`src/rtl/parking_pkg.sv`:
```
// Shared types and constants for the parking-lot display path:
// FSM state encoding, 7-segment glyphs (active-low {g,f,e,d,c,b,a}) and status text.
package parking_pkg;

  localparam int unsigned CAPACITY_DEFAULT = 7;
  localparam int unsigned SEG_W            = 7;
  localparam int unsigned DIGITS           = 4;
  localparam int unsigned DIG_W            = $clog2(DIGITS);
  localparam int unsigned COUNT_W          = 3;

  typedef enum logic [1:0] {
    ST_IDLE     = 2'd0,
    ST_SHOW_IN  = 2'd1,
    ST_SHOW_OUT = 2'd2,
    ST_FULL     = 2'd3
  } state_e;

  typedef logic [SEG_W-1:0] glyph_t;

  // Status text shown on digits 3..1, leftmost character first.
  typedef struct packed {
    glyph_t d3;
    glyph_t d2;
    glyph_t d1;
  } text_t;

  localparam glyph_t GLYPH_0     = 7'b1000000;
  localparam glyph_t GLYPH_1     = 7'b1111001;
  localparam glyph_t GLYPH_2     = 7'b0100100;
  localparam glyph_t GLYPH_3     = 7'b0110000;
  localparam glyph_t GLYPH_4     = 7'b0011001;
  localparam glyph_t GLYPH_5     = 7'b0010010;
  localparam glyph_t GLYPH_6     = 7'b0000010;
  localparam glyph_t GLYPH_7     = 7'b1111000;
  localparam glyph_t GLYPH_BLANK = 7'b1111111;
  localparam glyph_t GLYPH_DASH  = 7'b0111111;
  localparam glyph_t GLYPH_I     = 7'b1111001;
  localparam glyph_t GLYPH_N_LC  = 7'b0101011;
  localparam glyph_t GLYPH_O     = 7'b1000000;
  localparam glyph_t GLYPH_U_LC  = 7'b1100011;
  localparam glyph_t GLYPH_T_LC  = 7'b0000111;
  localparam glyph_t GLYPH_F     = 7'b0001110;
  localparam glyph_t GLYPH_U     = 7'b1000001;
  localparam glyph_t GLYPH_L     = 7'b1000111;
  localparam glyph_t GLYPH_E     = 7'b0000110;
  localparam glyph_t GLYPH_R_LC  = 7'b0101111;

  localparam text_t TEXT_IDLE = '{d3: GLYPH_DASH, d2: GLYPH_DASH, d1: GLYPH_DASH};
  localparam text_t TEXT_IN   = '{d3: GLYPH_I,    d2: GLYPH_N_LC, d1: GLYPH_BLANK};
  localparam text_t TEXT_OUT  = '{d3: GLYPH_O,    d2: GLYPH_U_LC, d1: GLYPH_T_LC};
  localparam text_t TEXT_FULL = '{d3: GLYPH_F,    d2: GLYPH_U,    d1: GLYPH_L};
  localparam text_t TEXT_ERR  = '{d3: GLYPH_E,    d2: GLYPH_R_LC, d1: GLYPH_R_LC};

endpackage

```
`src/rtl/tick_gen.sv`:
```
// Free-running 0..DIV-1 counter with a terminal-count pulse and synchronous clear.
module tick_gen #(
  parameter int unsigned DIV = 4
) (
  input  logic clk,
  input  logic reset,
  input  logic clear,
  output logic tick_c
);

  localparam int unsigned CNT_W = (DIV > 1) ? $clog2(DIV) : 1;
  localparam logic [CNT_W-1:0] LAST = CNT_W'(DIV - 1);

  logic [CNT_W-1:0] cnt;

  assign tick_c = (cnt == LAST) && !clear;

  always_ff @(posedge clk) begin
    if (reset || clear) begin
      cnt <= '0;
    end else if (tick_c) begin
      cnt <= '0;
    end else begin
      cnt <= cnt + CNT_W'(1);
    end
  end

endmodule

```
`src/rtl/occupancy_display.sv`:
```
// Multiplexed 4-digit status display for the parking-lot counter: status text on
// digits 3..1, occupancy on digit 0, transient In/Out messages and a blinking FULL.
module occupancy_display
  import parking_pkg::*;
#(
  parameter int unsigned CAPACITY   = CAPACITY_DEFAULT,
  parameter int unsigned SCAN_DIV   = 50_000,
  parameter int unsigned EVENT_HOLD = 100_000_000,
  parameter int unsigned BLINK_DIV  = 12_500_000
) (
  input  logic               clk,
  input  logic               reset,
  input  logic [COUNT_W-1:0] count,
  input  logic               car_in,
  input  logic               car_out,
  output logic [SEG_W-1:0]   seg,
  output logic [DIGITS-1:0]  an,
  output logic               full
);

  localparam int unsigned HOLD_W = $clog2(EVENT_HOLD);
  localparam logic [HOLD_W-1:0] HOLD_LOAD = HOLD_W'(EVENT_HOLD - 1);
  localparam logic [COUNT_W-1:0] CAP = COUNT_W'(CAPACITY);

  state_e              state;
  state_e              state_next;
  logic [HOLD_W-1:0]   hold_cnt;
  logic [HOLD_W-1:0]   hold_next;
  logic [DIG_W-1:0]    digit_idx;
  logic                scan_tick_c;
  logic                blink_tick_c;
  logic                blink_phase;
  logic                at_cap_c;
  logic                over_cap_c;
  text_t               text_c;
  glyph_t              digit0_c;
  glyph_t              seg_next_c;
  logic [DIGITS-1:0]   an_next_c;

  assign at_cap_c   = (count >= CAP);
  assign over_cap_c = (count > CAP);

  function automatic glyph_t count_glyph(input logic [COUNT_W-1:0] v);
    case (v)
      3'd0:    return GLYPH_0;
      3'd1:    return GLYPH_1;
      3'd2:    return GLYPH_2;
      3'd3:    return GLYPH_3;
      3'd4:    return GLYPH_4;
      3'd5:    return GLYPH_5;
      3'd6:    return GLYPH_6;
      default: return GLYPH_7;
    endcase
  endfunction

  tick_gen #(.DIV(SCAN_DIV)) u_scan_tick (
    .clk    (clk),
    .reset  (reset),
    .clear  (1'b0),
    .tick_c (scan_tick_c)
  );

  // Blink timer only runs in FULL, so every entry to FULL starts in the visible phase.
  tick_gen #(.DIV(BLINK_DIV)) u_blink_tick (
    .clk    (clk),
    .reset  (reset),
    .clear  (state != ST_FULL),
    .tick_c (blink_tick_c)
  );

  always_ff @(posedge clk) begin
    if (reset) begin
      state    <= ST_IDLE;
      hold_cnt <= '0;
    end else begin
      state    <= state_next;
      hold_cnt <= hold_next;
    end
  end

  // Events pre-empt everything; entry wins when both pulses coincide.
  always_comb begin
    state_next = state;
    hold_next  = hold_cnt;
    if (car_in) begin
      state_next = ST_SHOW_IN;
      hold_next  = HOLD_LOAD;
    end else if (car_out) begin
      state_next = ST_SHOW_OUT;
      hold_next  = HOLD_LOAD;
    end else begin
      case (state)
        ST_SHOW_IN, ST_SHOW_OUT: begin
          if (hold_cnt == '0) begin
            state_next = at_cap_c ? ST_FULL : ST_IDLE;
          end else begin
            hold_next = hold_cnt - HOLD_W'(1);
          end
        end
        ST_IDLE: begin
          if (at_cap_c) state_next = ST_FULL;
        end
        ST_FULL: begin
          if (!at_cap_c) state_next = ST_IDLE;
        end
        default: state_next = ST_IDLE;
      endcase
    end
  end

  always_ff @(posedge clk) begin
    if (reset || (state != ST_FULL)) begin
      blink_phase <= 1'b0;
    end else if (blink_tick_c) begin
      blink_phase <= ~blink_phase;
    end
  end

  always_ff @(posedge clk) begin
    if (reset) begin
      digit_idx <= '0;
    end else if (scan_tick_c) begin
      digit_idx <= digit_idx + DIG_W'(1);
    end
  end

  always_comb begin
    text_c = TEXT_IDLE;
    if (over_cap_c) begin
      text_c = TEXT_ERR;
    end else begin
      case (state)
        ST_SHOW_IN:  text_c = TEXT_IN;
        ST_SHOW_OUT: text_c = TEXT_OUT;
        ST_FULL:     text_c = TEXT_FULL;
        default:     text_c = TEXT_IDLE;
      endcase
    end
  end

  always_comb begin
    digit0_c = count_glyph(count);
    if (over_cap_c) begin
      digit0_c = GLYPH_E;
    end else if ((state == ST_FULL) && blink_phase) begin
      digit0_c = GLYPH_BLANK;
    end
  end

  // an and seg derive from the same digit index so they switch together.
  always_comb begin
    an_next_c  = ~(DIGITS'(1) << digit_idx);
    seg_next_c = digit0_c;
    case (digit_idx)
      2'd1:    seg_next_c = text_c.d1;
      2'd2:    seg_next_c = text_c.d2;
      2'd3:    seg_next_c = text_c.d3;
      default: seg_next_c = digit0_c;
    endcase
  end

  always_ff @(posedge clk) begin
    if (reset) begin
      an   <= '1;
      seg  <= GLYPH_BLANK;
      full <= 1'b0;
    end else begin
      an   <= an_next_c;
      seg  <= seg_next_c;
      full <= at_cap_c;
    end
  end

endmodule

```
`config.mk`:
```
export PLATFORM = sky130hd
export DESIGN_NAME = occupancy_display
export DESIGN_NICKNAME = d
export VERILOG_FILES = /design/src/rtl/parking_pkg.sv /design/src/rtl/tick_gen.sv /design/src/rtl/occupancy_display.sv
export SDC_FILE = /design/constraint.sdc
export NUM_CORES = 1
export LEC_CHECK = 0
export CORE_ASPECT_RATIO = 1.1
export CORE_UTILIZATION = 45
export DETAILED_ROUTE_END_ITERATION = 6
export GPL_ROUTABILITY_DRIVEN = 0
export PLACE_DENSITY = 0.7
export SLEW_MARGIN = 10
export SYNTH_ARGS = -nofsm -noshare
export SYNTH_HDL_FRONTEND = slang
export SYNTH_SLANG_ARGS = --single-unit
```
`constraint.sdc`:
```
create_clock -name clk -period 2.25 [get_ports clk]
set_input_delay 0.45 -clock clk [delete_from_list [all_inputs] [get_ports clk]]
set_output_delay 0.45 -clock clk [all_outputs]
set_load 0.03 [all_outputs]
```
Yosys cells after proc, flatten, opt, wreduce, memory -nomap -nowiden
Cells that the tools add are included.
Operators by class
  $add $sub $neg: 4
  magnitude comparators: 2
  equal/unequal tests: 22
  shift-type cells: 1
  mux-type cells: 17
  bitwise logic cells: 3
  reduce and logical (&&, ||, !) cells: 17
Operators by type and width (count)
  two-way mux 27 bit: 4
  case mux 21 bit (3 select lines): 1
  case mux 7 bit (7 select lines): 1
  zero test 27 bit: 1
  subtractor 27 x 1 -> 27 bit, second input constant: 1
  adder 24 x 1 -> 24 bit, second input constant: 1
  == test 24 bit, second input constant: 1
  two-way mux 21 bit: 1
  case mux 7 bit (3 select lines): 1
  adder 16 x 1 -> 16 bit, second input constant: 1
  == test 16 bit, second input constant: 1
  two-way mux 7 bit: 2
  != test 3 bit, second input constant: 4
  != test 4 bit, second input constant: 3
  two-way mux 2 bit: 5
  == test 3 bit, second input constant: 3
  == test 2 bit, second input constant: 4
  OR reduction 2 bit: 4
  == test 3 x 2 -> 1 bit, second input constant: 2
  case mux 2 bit (3 select lines): 1
  AND reduction 3 bit: 2
  == test 2 x 1 -> 1 bit, second input constant: 2
  NOT 4 bit: 1
  AND reduction 2 bit: 2
  other kinds (15): 17
Storage, ports and cells
  register bits: 84
  input port bits: 7
  word-level logic and storage cells: 77

Longest topological paths before layout
  word-level depth: 6
  depth in mapped cells: 8
  mapped depth without buffers: 7

Hierarchy
Synthesis repeated with hierarchy kept, for this count alone.
Second synthesis, totals
  cells, all modules: 486
  area total of the unflattened synthesis: 4226.6 µm²
Modules (own cells, without submodules)
  occupancy_display: instances 1, cells each 274, area an instance 2287.2 µm², seq. area each 880.8 µm²
  tick_gen (u_blink_tick): instances 1, cells each 131, area an instance 1113.6 µm², seq. area each 480.5 µm²
  tick_gen (u_scan_tick): instances 1, cells each 81, area an instance 825.8 µm², seq. area each 320.3 µm²

Least setup slack after synthesis
OpenSTA, ideal clock, no wires.
  kind: flip-flop to flip-flop
  start point: reg hold_cnt[14]
  end point: reg state[1]
  setup time: 0.091 ns
  arrival time: 2.329 ns
  slack: -0.170 ns
  stages on the path, launching flop included: 7
  clock period less this slack: 2.420 ns
  path through: dfxtp_1 > or4_1 > buf_2 > or4b_4 > o31a_1 > or3_1 > a311oi_1
On the way
  longest elaborated chain between the ends: 3
Ends and longest elaborated chain
  from (decl): RTL line occupancy_display.sv:27  | logic [HOLD_W-1:0] hold_cnt;
  from (signal assigned): RTL line occupancy_display.sv:77  | hold_cnt <= hold_next;
  zero test 27 bit: RTL line occupancy_display.sv:94  | if (hold_cnt == '0) begin
  != test 3 bit (no source line)
  AND reduction 3 bit (no source line)
  to (signal assigned): RTL line occupancy_display.sv:76  | state <= state_next;
  to (decl): RTL line occupancy_display.sv:25  | state_e state;
Every way passes these cells.
A chain may end at the register's enable or synchronous reset.

Worst setup path after layout
  start point: reg hold_cnt[22]
  end point: reg state[1]
Same word-level chain as after synthesis.

==> results by stage <==
Synthesis:
- Counting flops with a built-in enable in the synthesized netlist gives 0.
- The synthesized netlist cell count is 472.
- For this run, asynchronously set or reset flops after synthesis account for 0%.
- The area share of the largest cell type after synthesis is 41.6%.
- Yosys printed 0 warnings.
- After synthesis the netlist holds a flip-flop and latch count of 84.
- By area the synthesized netlist is led by sky130_fd_sc_hd__dfxtp_1 (42%), sky130_fd_sc_hd__xnor2_1 (7.6%), sky130_fd_sc_hd__nor2_1 (6.2%), sky130_fd_sc_hd__ha_1 (4.6%), sky130_fd_sc_hd__xor2_1 (4.1%).
- The most area-hungry cell type in the Yosys netlist is sky130_fd_sc_hd__dfxtp_1.
- The count of cell types in the netlist is 52.
- In the synthesized netlist the dominant register cell turns out to be sky130_fd_sc_hd__dfxtp_1.
- The average instance area after synthesis is 8.57 sq um.
- The share of the yosys chip area belonging to registers is 41.6%.
- The mapped netlist covers 4050 sq um.
- The number of nets in the synthesized netlist is 494.

Global route:
- The number of antenna violations at the first check in global routing is 0.
- The maximum number of pins on one net before global-route repair is 25.
- Global routing used 17.5% of the available tracks.
- For this run the aggregate overflow at the end of global routing stands at 0.
- The number of global-route vias before repair is 3114.
- The first global-routing pass estimated 13.3 mm of wire.

STA:
- Setup repair after global routing could not meet its margin everywhere.
- The worst-case setup margin in the final layout is -43.7 ps.
- Across the routed clock network, the largest skew measured is 10.8 ps.
- Counting I/O delays and the setup requirement, the final critical path takes 2290 ps.
- The final-report hold violation count was 0.
- The final max-slew violation count is 0.
- For the pin with the worst max-slew slack, the measured transition is 497 ps.
- The peak clock frequency supported by timing is 436 MHz.
- The post-route setup TNS is -43.7 ps.
- Measured against its own limit, the worst slew margin works out to 66.0%.
- The fraction of the cycle the final worst path needs is 102%.
- Setup violations remaining at the end of the flow were counted as 1.
- Across all hold checks on the routed design, the worst slack comes to 451 ps.

Drt:
- The final route contains 3412 vias.
- In this run the remaining antenna-violating nets after routing total 0.
- Summed over all layers, the routed wires come to 7.97 mm.
- In the final routed layout, each cell accounts on average for 12.6 um.
- The detailed-router iteration count before antenna repair is 4.
- The number of DRC markers in iteration 0 is 53.
- After detailed routing, the number of vias per cell comes to 5.39.
- In the routed design, unresolved DRC markers number 0.

Floorplan:
- Once the floorplan was initialized, standard cells occupied 47.4% of the core.
- The placement row count is 35.
- The die is 101 um tall.
- The width of the chip is 92.4 um.
- The die covers 9380 sq um.
- The I/O pin count is 19.
- The core region is 8540 sq um.

Critical path:
- On the worst path, the slowest cell contributes a delay of 570 ps.
- Along the worst path, the maximum fanout reaches 4.
- At the worst endpoint, the required time is 2500 ps.
- The critical path crosses 5 cells after its start point.
- The minimum setup slack among reg-to-reg paths is -40 ps.
- The worst reg2reg path startpoint is hold_cnt[22]$_SDFFE_PP0P_.
- The path type of the worst setup path is reg -> reg.
- The critical path goes through or4_4 -> or4b_4 -> o31a_1 -> or3_1 -> a311oi_1.
- The worst register-to-register path has a depth of 5.
- The worst setup path is captured at a flop.
- The cell with the biggest individual delay on the critical path is sky130_fd_sc_hd__or4b_4.
- The worst reg2reg path endpoint is state[1]$_SDFFE_PP0P_.
- The critical path contains buffers and inverters numbering 0 combined.
- Among cell families on the critical path, the largest total delay comes from simple AND/OR/NAND/NOR gates.
- The worst path arrival time is 2550 ps.
- The category of the worst setup path launch point is a flop.

Clock network:
- The cell sitting at the root of the clock tree is a sky130_fd_sc_hd__clkbuf_8.
- TritonCTS built the clock tree.
- Counting the buffers created by CTS gives 9.
- In this run the number of H-tree levels came out at 3.
- The clock insertion delay at the later pin of the skew report is 350 ps.
- The largest buffer count on any clock path is 2.
- The register clock-pin slew on the reported worst setup and hold paths is 80 ps.
- The clock net in this run drives a total of 84 sinks.

Worst hold path:
- Along the worst hold path, the cell count comes to 1.
- The worst hold path terminates at u_scan_tick.cnt[0]$_SDFF_PP0_.
- The startpoint identified for the worst hold timing path is u_scan_tick.cnt[0]$_SDFF_PP0_.
- The worst min-delay path category is reg -> reg.

Job:
- Max-cap violations in this run came to 0.

Placement:
- Detailed placement ended at an HPWL of 5.58 mm.
- The total instance count after detailed placement is 617.
- Buffers placed on the I/O ports in this run total 18.

Layout:
- The post-route core utilization is 56.8%.
- The number of antenna diodes in the final layout is 0.
- The count of nets after finishing is 540.
- The top cell types in the final layout, fill and taps aside, are sky130_fd_sc_hd__dfxtp_1 (83), sky130_fd_sc_hd__nor2_1 (67), sky130_fd_sc_hd__buf_4 (37).
- From synthesis to final layout, the design area changed by 19.8%.
- The library cell used most frequently in the layout, excluding fill and tap cells, is sky130_fd_sc_hd__dfxtp_1.
- For this run, the number of standard cells in the final layout without fillers is 633.
- The fraction of final layout cells sized beyond drive strength 1 is 14.9%.

Status:
- The flow ran to the end, but the final reports show violations.
- The final reports fail on setup timing.

Power and ir drop:
- In this run the static leakage power is 1.71 nW.
- The worst IR drop on VDD is 0.306 mV.
- Dividing total power by cell area gives a power density of 596 nW/um^2.
cell usage after synthesis (all sizes together), types with 2 or more instances:
| cell type | instances |
|---|---|
| or4 | 10 |
| nand2 | 27 |
| dfxtp | 84 |
| xor2 | 19 |
| a31oi | 4 |
| nand4b | 3 |
| buf | 5 |
| a21boi | 2 |
| mux2 | 2 |
| o21ai | 14 |
| nor4b | 4 |
| clkbuf | 16 |
| ha | 15 |
| nand4 | 11 |
| and2 | 4 |
| nor3b | 2 |
| nand2b | 8 |
| or2 | 3 |
| or4b | 2 |
| a22oi | 2 |
| nand3 | 13 |
| a311oi | 2 |
| a21o | 4 |
| o22ai | 2 |
| o211ai | 3 |
| or3b | 2 |
| or3 | 15 |
| a21oi | 31 |
| and3 | 3 |
| nor2 | 67 |
| xnor2 | 35 |
| a2111oi | 2 |
| o31ai | 3 |
| inv | 17 |
| and4 | 2 |
| nor4 | 8 |
| nor3 | 17 |
cell families (layout without fill, tap and decap cells):
| group | after synthesis | in the layout | share of synthesized area, % |
|---|---|---|---|
| AOI/OAI and AO/OA | 75 | 75 | 11.3 |
| xor gates and xnor gates | 54 | 54 | 11.7 |
| adders and majority gates | 15 | 15 | 4.64 |
| buffers and inverters | 38 | 88 | 3.83 |
| DFF | 84 | 84 | 41.6 |
| muxes | 3 | 3 | 0.804 |
| and+or+nand+nor | 203 | 203 | 26.2 |
flip-flops by register name (all words and copies together) (netlist names):
| signal | count |
|---|---|
| hold_cnt | 27 |
| u_scan_tick.cnt | 16 |
| seg | 7 |
| blink_phase | 1 |
| digit_idx | 2 |
| an | 4 |
| u_blink_tick.cnt | 24 |
| state | 2 |
| full | 1 |
per-layer routing:
layer  wire [um]  global-route usage [%]  vias to the layer above  part of all wire (%)
li1            -                       -                     1741                     -
met3         225                    2.85                       14                   2.8
met5           0                       0                        -                     0
met1        3910                    22.1                     1608                    49
met2        3690                    29.0                       49                    46
met4         148                    8.53                        0                   1.9
metrics by stage:
stage / worst slack, ps / power (mW) / cell area (sq um)
final: -43.7 / 2.89 / 4850
after global routing: -121 / 3.01 / 4850
after CTS: -48.8 / 2.91 / 4770
after detailed placement: -29.1 / 1.88 / 4580
after global placement: -5.73 / 1.87 / 4580
after floorplan: -22.8 / 1.77 / 4070
timing repair:
action	CTS	global route
setup buffers	0	1
gates resized for setup	0	13
gates cloned	0	0
setup endpoints to repair	1	11
pin swaps	0	5
hold buffers	0	0
report_power, final:
group          internal, mW  leakage (nW)  switching, mW  total (mW)
logic                 0.144         0.935          0.160       0.304
clock network         0.506        0.0915          0.520        1.03
registers              1.53         0.688         0.0282        1.56
final cells by class:
class	instances	area, sq um
Multi-Input combinational cell	350	2300
Inverter	17	63.8
Clock buffer	9	124
Tap cell	111	139
Timing Repair Buffer	56	478
Clock inverter	6	63.8
Fill cell	768	3690
Sequential cell	84	1680
worst max path at each step:
stage | startpoint | end | slack [ps]
after floorplan | hold_cnt[17]$_SDFFE_PP0N_ | state[1]$_SDFFE_PP0P_ | -20
after global placement | hold_cnt[21]$_SDFFE_PP0P_ | state[1]$_SDFFE_PP0P_ | -6
after detailed placement | hold_cnt[21]$_SDFFE_PP0P_ | state[1]$_SDFFE_PP0P_ | -30
after CTS | hold_cnt[21]$_SDFFE_PP0P_ | state[1]$_SDFFE_PP0P_ | -50
after global routing | hold_cnt[22]$_SDFFE_PP0P_ | state[1]$_SDFFE_PP0P_ | -120
final | hold_cnt[22]$_SDFFE_PP0P_ | state[1]$_SDFFE_PP0P_ | -40
Note: power is estimated with default switching activity, not from simulation.
